[src/rtl/program_counter_unit.sv]
// Program counter with trap/redirect priority, a deferred-redirect latch
// used while fetch is stalled (clk_gate=0), and a circular return-address
// stack for call/ret prediction.
module program_counter_unit #(
  parameter int unsigned          XLEN         = 32,
  parameter logic [XLEN-1:0]      RESET_VECTOR = '0,
  parameter int unsigned          RAS_DEPTH    = 4
) (
  input  logic                             clk,
  input  logic                             rst_n,
  input  logic                             clk_gate,
  input  logic                             redir_valid,
  input  logic [XLEN-1:0]                  redir_target,
  input  logic                             trap_valid,
  input  logic [XLEN-1:0]                  trap_vector,
  input  logic                             call,
  input  logic                             ret,
  output logic [XLEN-1:0]                  PC,
  output logic                             redir_pending,
  output logic                             misaligned,
  output logic [$clog2(RAS_DEPTH+1)-1:0]   ras_count,
  output logic                             ras_underflow
);

  localparam int unsigned     CW       = $clog2(RAS_DEPTH + 1);
  localparam int unsigned     PW       = $clog2(RAS_DEPTH);
  localparam logic [CW-1:0]   CNT_FULL = CW'(RAS_DEPTH);

  typedef enum logic [2:0] {
    SRC_HOLD,
    SRC_TRAP,
    SRC_REDIR,
    SRC_PEND,
    SRC_RAS,
    SRC_SEQ
  } pc_src_e;

  logic [XLEN-1:0] pc_q;
  logic            pend_q;
  logic [XLEN-1:0] pend_tgt_q;
  logic            misal_q;
  logic            undf_q;
  logic [XLEN-1:0] ras_q [RAS_DEPTH];
  logic [PW-1:0]   wr_ptr_q;
  logic [CW-1:0]   cnt_q;

  pc_src_e         src;
  logic [XLEN-1:0] raw_tgt;
  logic [XLEN-1:0] next_pc;
  logic [XLEN-1:0] pc_plus4;
  logic [PW-1:0]   top_idx;
  logic            ras_empty;
  logic            seq_sel;
  logic            tgt_misaligned;
  logic            do_push;
  logic            do_pop;
  logic            do_replace;

  // Next-PC source selection in priority order, plus RAS operation decode.
  always_comb begin
    pc_plus4  = pc_q + XLEN'(4);
    top_idx   = wr_ptr_q - PW'(1);
    ras_empty = (cnt_q == '0);
    seq_sel   = clk_gate && !trap_valid && !redir_valid && !pend_q;
    src       = SRC_HOLD;
    raw_tgt   = pc_q;
    if (trap_valid) begin
      src     = SRC_TRAP;
      raw_tgt = trap_vector;
    end else if (clk_gate) begin
      if (redir_valid) begin
        src     = SRC_REDIR;
        raw_tgt = redir_target;
      end else if (pend_q) begin
        src     = SRC_PEND;
        raw_tgt = pend_tgt_q;
      end else if (ret && !ras_empty) begin
        src     = SRC_RAS;
        raw_tgt = ras_q[top_idx];
      end else begin
        src     = SRC_SEQ;
        raw_tgt = pc_plus4;
      end
    end
    next_pc        = {raw_tgt[XLEN-1:2], 2'b00};
    tgt_misaligned = ((src == SRC_TRAP) || (src == SRC_REDIR) || (src == SRC_PEND))
                     && (raw_tgt[1:0] != 2'b00);
    // call+ret on an empty stack behaves as a plain call (push)
    do_push    = seq_sel && call && (!ret || ras_empty);
    do_pop     = seq_sel && ret && !call && !ras_empty;
    do_replace = seq_sel && ret && call && !ras_empty;
  end

  // PC, deferred redirect latch and one-cycle status flags.
  always_ff @(posedge clk or negedge rst_n) begin
    if (!rst_n) begin
      pc_q       <= RESET_VECTOR;
      pend_q     <= 1'b0;
      pend_tgt_q <= '0;
      misal_q    <= 1'b0;
      undf_q     <= 1'b0;
    end else begin
      pc_q    <= next_pc;
      misal_q <= tgt_misaligned;
      undf_q  <= seq_sel && ret && ras_empty;
      if (trap_valid) begin
        pend_q     <= 1'b0;
        pend_tgt_q <= '0;
      end else if (!clk_gate) begin
        if (redir_valid) begin
          pend_q     <= 1'b1;
          pend_tgt_q <= redir_target;
        end
      end else begin
        pend_q <= 1'b0;
      end
    end
  end

  // Circular return-address stack; a push when full overwrites the oldest slot,
  // which is exactly the slot the write pointer already addresses.
  always_ff @(posedge clk or negedge rst_n) begin
    if (!rst_n) begin
      ras_q    <= '{default: '0};
      wr_ptr_q <= '0;
      cnt_q    <= '0;
    end else if (trap_valid) begin
      cnt_q <= '0;
    end else if (do_push) begin
      ras_q[wr_ptr_q] <= pc_plus4;
      wr_ptr_q        <= wr_ptr_q + PW'(1);
      if (cnt_q != CNT_FULL) cnt_q <= cnt_q + CW'(1);
    end else if (do_pop) begin
      wr_ptr_q <= top_idx;
      cnt_q    <= cnt_q - CW'(1);
    end else if (do_replace) begin
      ras_q[top_idx] <= pc_plus4;
    end
  end

  assign PC            = pc_q;
  assign redir_pending = pend_q;
  assign misaligned    = misal_q;
  assign ras_count     = cnt_q;
  assign ras_underflow = undf_q;

endmodule

[config.mk]
export PLATFORM = sky130hd
export DESIGN_NAME = program_counter_unit
export DESIGN_NICKNAME = d
export VERILOG_FILES = /design/src/rtl/program_counter_unit.sv
export SDC_FILE = /design/constraint.sdc
export NUM_CORES = 1
export LEC_CHECK = 0
export CORE_UTILIZATION = 64
export DETAILED_ROUTE_END_ITERATION = 16
export DONT_BUFFER_PORTS = 1
export PLACE_DENSITY = 0.83
export SLEW_MARGIN = 20
export SYNTH_ARGS = -nofsm -noshare
export SYNTH_HDL_FRONTEND = slang
export SYNTH_SLANG_ARGS = --single-unit
[constraint.sdc]
create_clock -name clk -period 3.65 [get_ports clk]
set_clock_uncertainty 0.15 [all_clocks]
set_input_delay 0.365 -clock clk [delete_from_list [all_inputs] [get_ports clk]]
set_output_delay 0.365 -clock clk [all_outputs]
set_load 0.02 [all_outputs]
### Word level (Yosys, flattened, before mapping)

Cells that the tools add are included.
Widths: inputs -> output; s select.

* register bits after elaboration: 198
* input bits: 71
* output and inout port bits: 38
* logic and storage cells: 100

* reductions and logical operators: 36
* add/sub/neg operators: 5
* bitwise operators: 3
* muxes and demuxes: 34
* equal/unequal tests: 7
* order comparisons: 4

Operators with widths (number)
* $mux 128: 3
* $mux 32: 12
* $bwmux 128: 2
* $demux 32 s2: 2
* $bmux 32 s2: 1
* $add 32x3->32 const B: 1
* $mux 3: 8
* $logic_and 1x1->1: 15
* $reduce_bool 2->1: 5
* $eq 3x2->1 const B: 2
* $ge 3x3->1 const B: 2
* $logic_not 1->1: 6
* $lt 3x1->1 const B: 2
* $not 2->3: 2
* $reduce_and 2->1: 3
* $reduce_bool 3->1: 2
* $mux 1: 4
* $mux 2: 2
* $add 3x1->3 const B: 1
* $eq 3x1->1 const B: 1
* $logic_not 3->1: 1
* $logic_or 1x1->1: 3
* $ne 3x2->1 const B: 1
* $ne 3x3->1 const B: 1
* 7 further kinds: 7

### Depth between registers and ports, before layout

* depth after elaboration: 12
* mapped depth: 9
* gate-level depth less buffers: 6

### Worst setup path after synthesis

OpenSTA, ideal clock, no wires.

* path type: reg-to-reg
* start: register wr_ptr_q[0]
* end: register pc_q[6], in the netlist PC[6]
* arrival: 2891 ps
* cell stages (with the launch flop): 10
* slack: 480 ps
* path through: dfrtp_1 -> buf_2 -> buf_2 -> inv_1 -> ha_1 -> clkbuf_1 -> clkbuf_1 -> mux4_2 -> a211oi_1 -> o21ai_0

* longest elaborated chain between the ends: 10

Ends and longest elaborated chain
* start, declared: RTL line 44 `logic [PW-1:0] wr_ptr_q;`
* start signal, assigned: RTL line 131 `wr_ptr_q <= wr_ptr_q + PW'(1);`
* start signal, assigned: RTL line 134 `wr_ptr_q <= top_idx;`
* $sub 2x1->2: RTL line 62 `top_idx = wr_ptr_q - PW'(1);`
* net top_idx[0]: RTL line 51 `logic [PW-1:0] top_idx;`
* $not 2->3 (implied by the code): RTL line 79 `raw_tgt = ras_q[top_idx];`
* $bmux 32 s2: RTL line 79
* $mux 32 (implied by the code) (2 in series): RTL line 79
* $mux 32: RTL line 77 `end else if (ret && !ras_empty) begin`
* $mux 32: RTL line 74 `end else if (pend_q) begin`
* $mux 32: RTL line 71 `if (redir_valid) begin`
* $mux 32: RTL line 70 `end else if (clk_gate) begin`
* $mux 32: RTL line 67 `if (trap_valid) begin`
* end signal, assigned: RTL line 103 `pc_q <= next_pc;`
* end, declared: RTL line 38 `logic [XLEN-1:0] pc_q;`

The timed path passes the listed nets, and every way through them passes these cells. The select of a mux whose other input is x is not followed.
A chain may end at the register's enable or synchronous reset.

### Worst setup path after layout

* start: register pc_q[2], in the netlist PC[2]
* end: register pc_q[12], in the netlist PC[12]

* longest elaborated chain between the ends: 6

Ends and longest elaborated chain
* $add 32x3->32: RTL line 61 `pc_plus4 = pc_q + XLEN'(4);`
* $mux 32: RTL line 77
* $mux 32: RTL line 74
* $mux 32: RTL line 71
* $mux 32: RTL line 70
* $mux 32: RTL line 67

No other way between the ends. The select of a mux whose other input is x is not followed.

==> flow_metrics.tcl <==
set metrics [dict create \
    clockBufferDepth 2 \
    cts_tree "yes" \
    diodes 0 \
    fin_nets 1052 \
    synth_edf_count 0 \
    yosysTopAreaCellShare_pct 50.1 \
    synthesis.area_sq_um 9490 \
    cts.sinks 190 \
    drtPass1Iterations 6 \
    ys_ff_latch 190 \
    hold_buffers 58 \
    arrival_ps 3130 \
    die_h_um 124 \
    synth_area_leaders "dfrtp_1 50%, a21oi_1 8.3%, mux4_2 7.1%, nor2_1 6.5%, nor3b_1 2.1%" \
    final.setup.tns_ps 0 \
    design_area_sq_um 10900 \
    cp-start-kind "register" \
    die-area_sq_um 15300 \
    antenna_found_initial 0 \
    core_area_sq_um 14500 \
    ys.flop_type "dfrtp_1" \
    max_freq_mhz 346 \
    slew_headroom_pct 25.2 \
    placed_cells 1082 \
    ant_nets 0 \
    dp_hpwl_um 16300 \
    clock_latency_ps 450 \
    cts.reportedPaths.clkPinSlew_ps 70 \
    design_power_total_w 0.00780 \
    synth_warnings 0 \
    drt_iter0_markers 1134 \
    synth_top_area_cell "dfrtp_1" \
    initial_core_util_pct 65.5 \
    cts-root-buf "clkbuf_16" \
    num_vias 8282 \
    hold_class "in2async" \
    final_util_pct 75.0 \
    synth.avg_cell_area_sq_um 9.95 \
    crit_fanout 10 \
    failed_checks "hold timing" \
    grt_max_degree 191 \
    powerDensity_nw_per_um2 718 \
    area_growth_pct 14.5 \
    period_minus_slack_ps 2890 \
    portBuffers 0 \
    overflow 0 \
    grt_pass1_vias 7929 \
    cts_buffers 17 \
    htree_levels 4 \
    yosysUniqueCellTypes 60 \
    reg2regPathDepth 6 \
    cp-end-kind "register" \
    final_cells 1170 \
    grt_pass1_wl_um 41800 \
    vias_per_cell 7.08 \
    drive_gt1_share_pct 9.94 \
    hold_viol 190 \
    vdd_ir_drop_max_v 0.000448 \
    grt_use_total_pct 37.2 \
    io_pins 109 \
    worst_pin_slew_ps 1120 \
    required_ps 3890 \
    status "complete, but fails checks" \
    final_common_cell "dfrtp_1" \
    gp_congestion 0.930 \
    finalCritPeriodShare_pct 79.2 \
    die_x_um 124 \
    maxCapViolCount 0 \
    finalMaxSlewViolations 0 \
    crit_type "reg2reg" \
    rsz0062_at_grt "false" \
    yosysSeqAreaShare_pct 50.1 \
    drc 0 \
    p_leak_nw 4.40 \
    whs_ps -550 \
    post_cts_buffers 0 \
    async_reset_ff_share_pct 100 \
    placed_cell_area_sq_um 9630 \
    postSynthCellCount 954 \
    row_count 44 \
    drt_wl_total_um 28200 \
    ctsResizeCount 0 \
    layout_common_cells "189 x dfrtp_1, 164 x nor2_1, 154 x a21oi_1" \
    wire_per_inst_um 24.1 \
    setup_viol 0 \
]
-- cell usage after synthesis (5+ instances only) --
cell type and number:
a211oi_1 5, mux2i_1 5, nor3b_1 27, a211o_1 6, a31oi_1 6, o221ai_1 7, a221o_1 6, buf_2 23
dfrtp_1 190, a2111oi_0 6, xor2_1 8, o21ai_0 26, a21oi_1 158, nand3_1 13, inv_1 14, nand2_1 49
nor2_1 164, xnor2_1 19, nand2b_1 6, o22ai_1 24, nor4b_1 5, clkbuf_1 42, nand4_1 9, nor4_1 7
nor3_1 11, mux2_2 5, a22o_1 22, mux4_2 30, ha_1 5
-- layer usage --
layer	GRT usage [%]	part of all wire [%]	up-vias
li1	-	-	3498
met1	47.6	37	4041
met2	57.1	46	614
met3	11.4	12	125
met4	18.5	4.3	4
met5	4.51	0.30	-
-- state kept, by name, indices dropped and copies added (netlist names) --
register       flops
ras_q            120
pend_tgt_q        32
PC                30
ras_count          3
wr_ptr_q           2
misaligned         1
ras_underflow      1
redir_pending      1
-- critical path, cell delays in order (launching register included) --
cell       delay [ps]
dfrtp_1           660
ha_1              390
nand3_1           230
nor3_1            510
xnor2_1           270
a2111oi_0         450
a211o_1           160
-- logic make-up (layout without fill, tap and decap cells) --
group	after synthesis	in the layout	synth area share, %
AO/OA/AOI/OAI	284	284	18.2
XOR/XNOR	27	27	2.49
adder cells (fa/ha/maj)	6	6	0.870
buffers and inverters	87	118	3.90
flip-flops	190	190	50.1
multiplexers	40	40	8.24
other	1	2	0.0395
AND/OR/NAND/NOR	319	319	16.2
-- path summary, 6_finish.rpt --
kind,endpoint,startpoint,slack (ps)
max,PC[12],PC[2],760
min,pend_tgt_q[2],rst_n,-550
max reg2reg,PC[12],PC[2],760
min reg2reg,ras_q[3],ras_q[3],360
max in group asynchronous,ras_q[123],rst_n,3650
min in group clk,PC[19],trap_vector[19],20
-- where the power goes --
part           leakage [nW]  total [W]  internal, W  switching (W)
Combinational          1.73    0.00242      0.00120        0.00122
Sequential             2.36    0.00335      0.00282       0.000523
Clock                 0.303    0.00204      0.00123       0.000810
Total                  4.40    0.00780      0.00525        0.00255
-- layout make-up --
type	instances	area, sq um
sequential	190	4760
multi-input combinational	678	4420
fill	884	3620
clock buffer	20	447
timing repair buffer	73	766
tap	184	230
inverter	15	56.3
clock inverter	10	188
-- metrics by stage --
stage	setup slack, ps	hold slack [ps]
3_5_place_dp	863	-76.6
6_report	761	-550
3_3_place_gp	957	-77.4
2_1_floorplan	480	-80.6
5_1_grt	580	-550
4_1_cts	844	-547
Power figures use the tool's default switching activity.
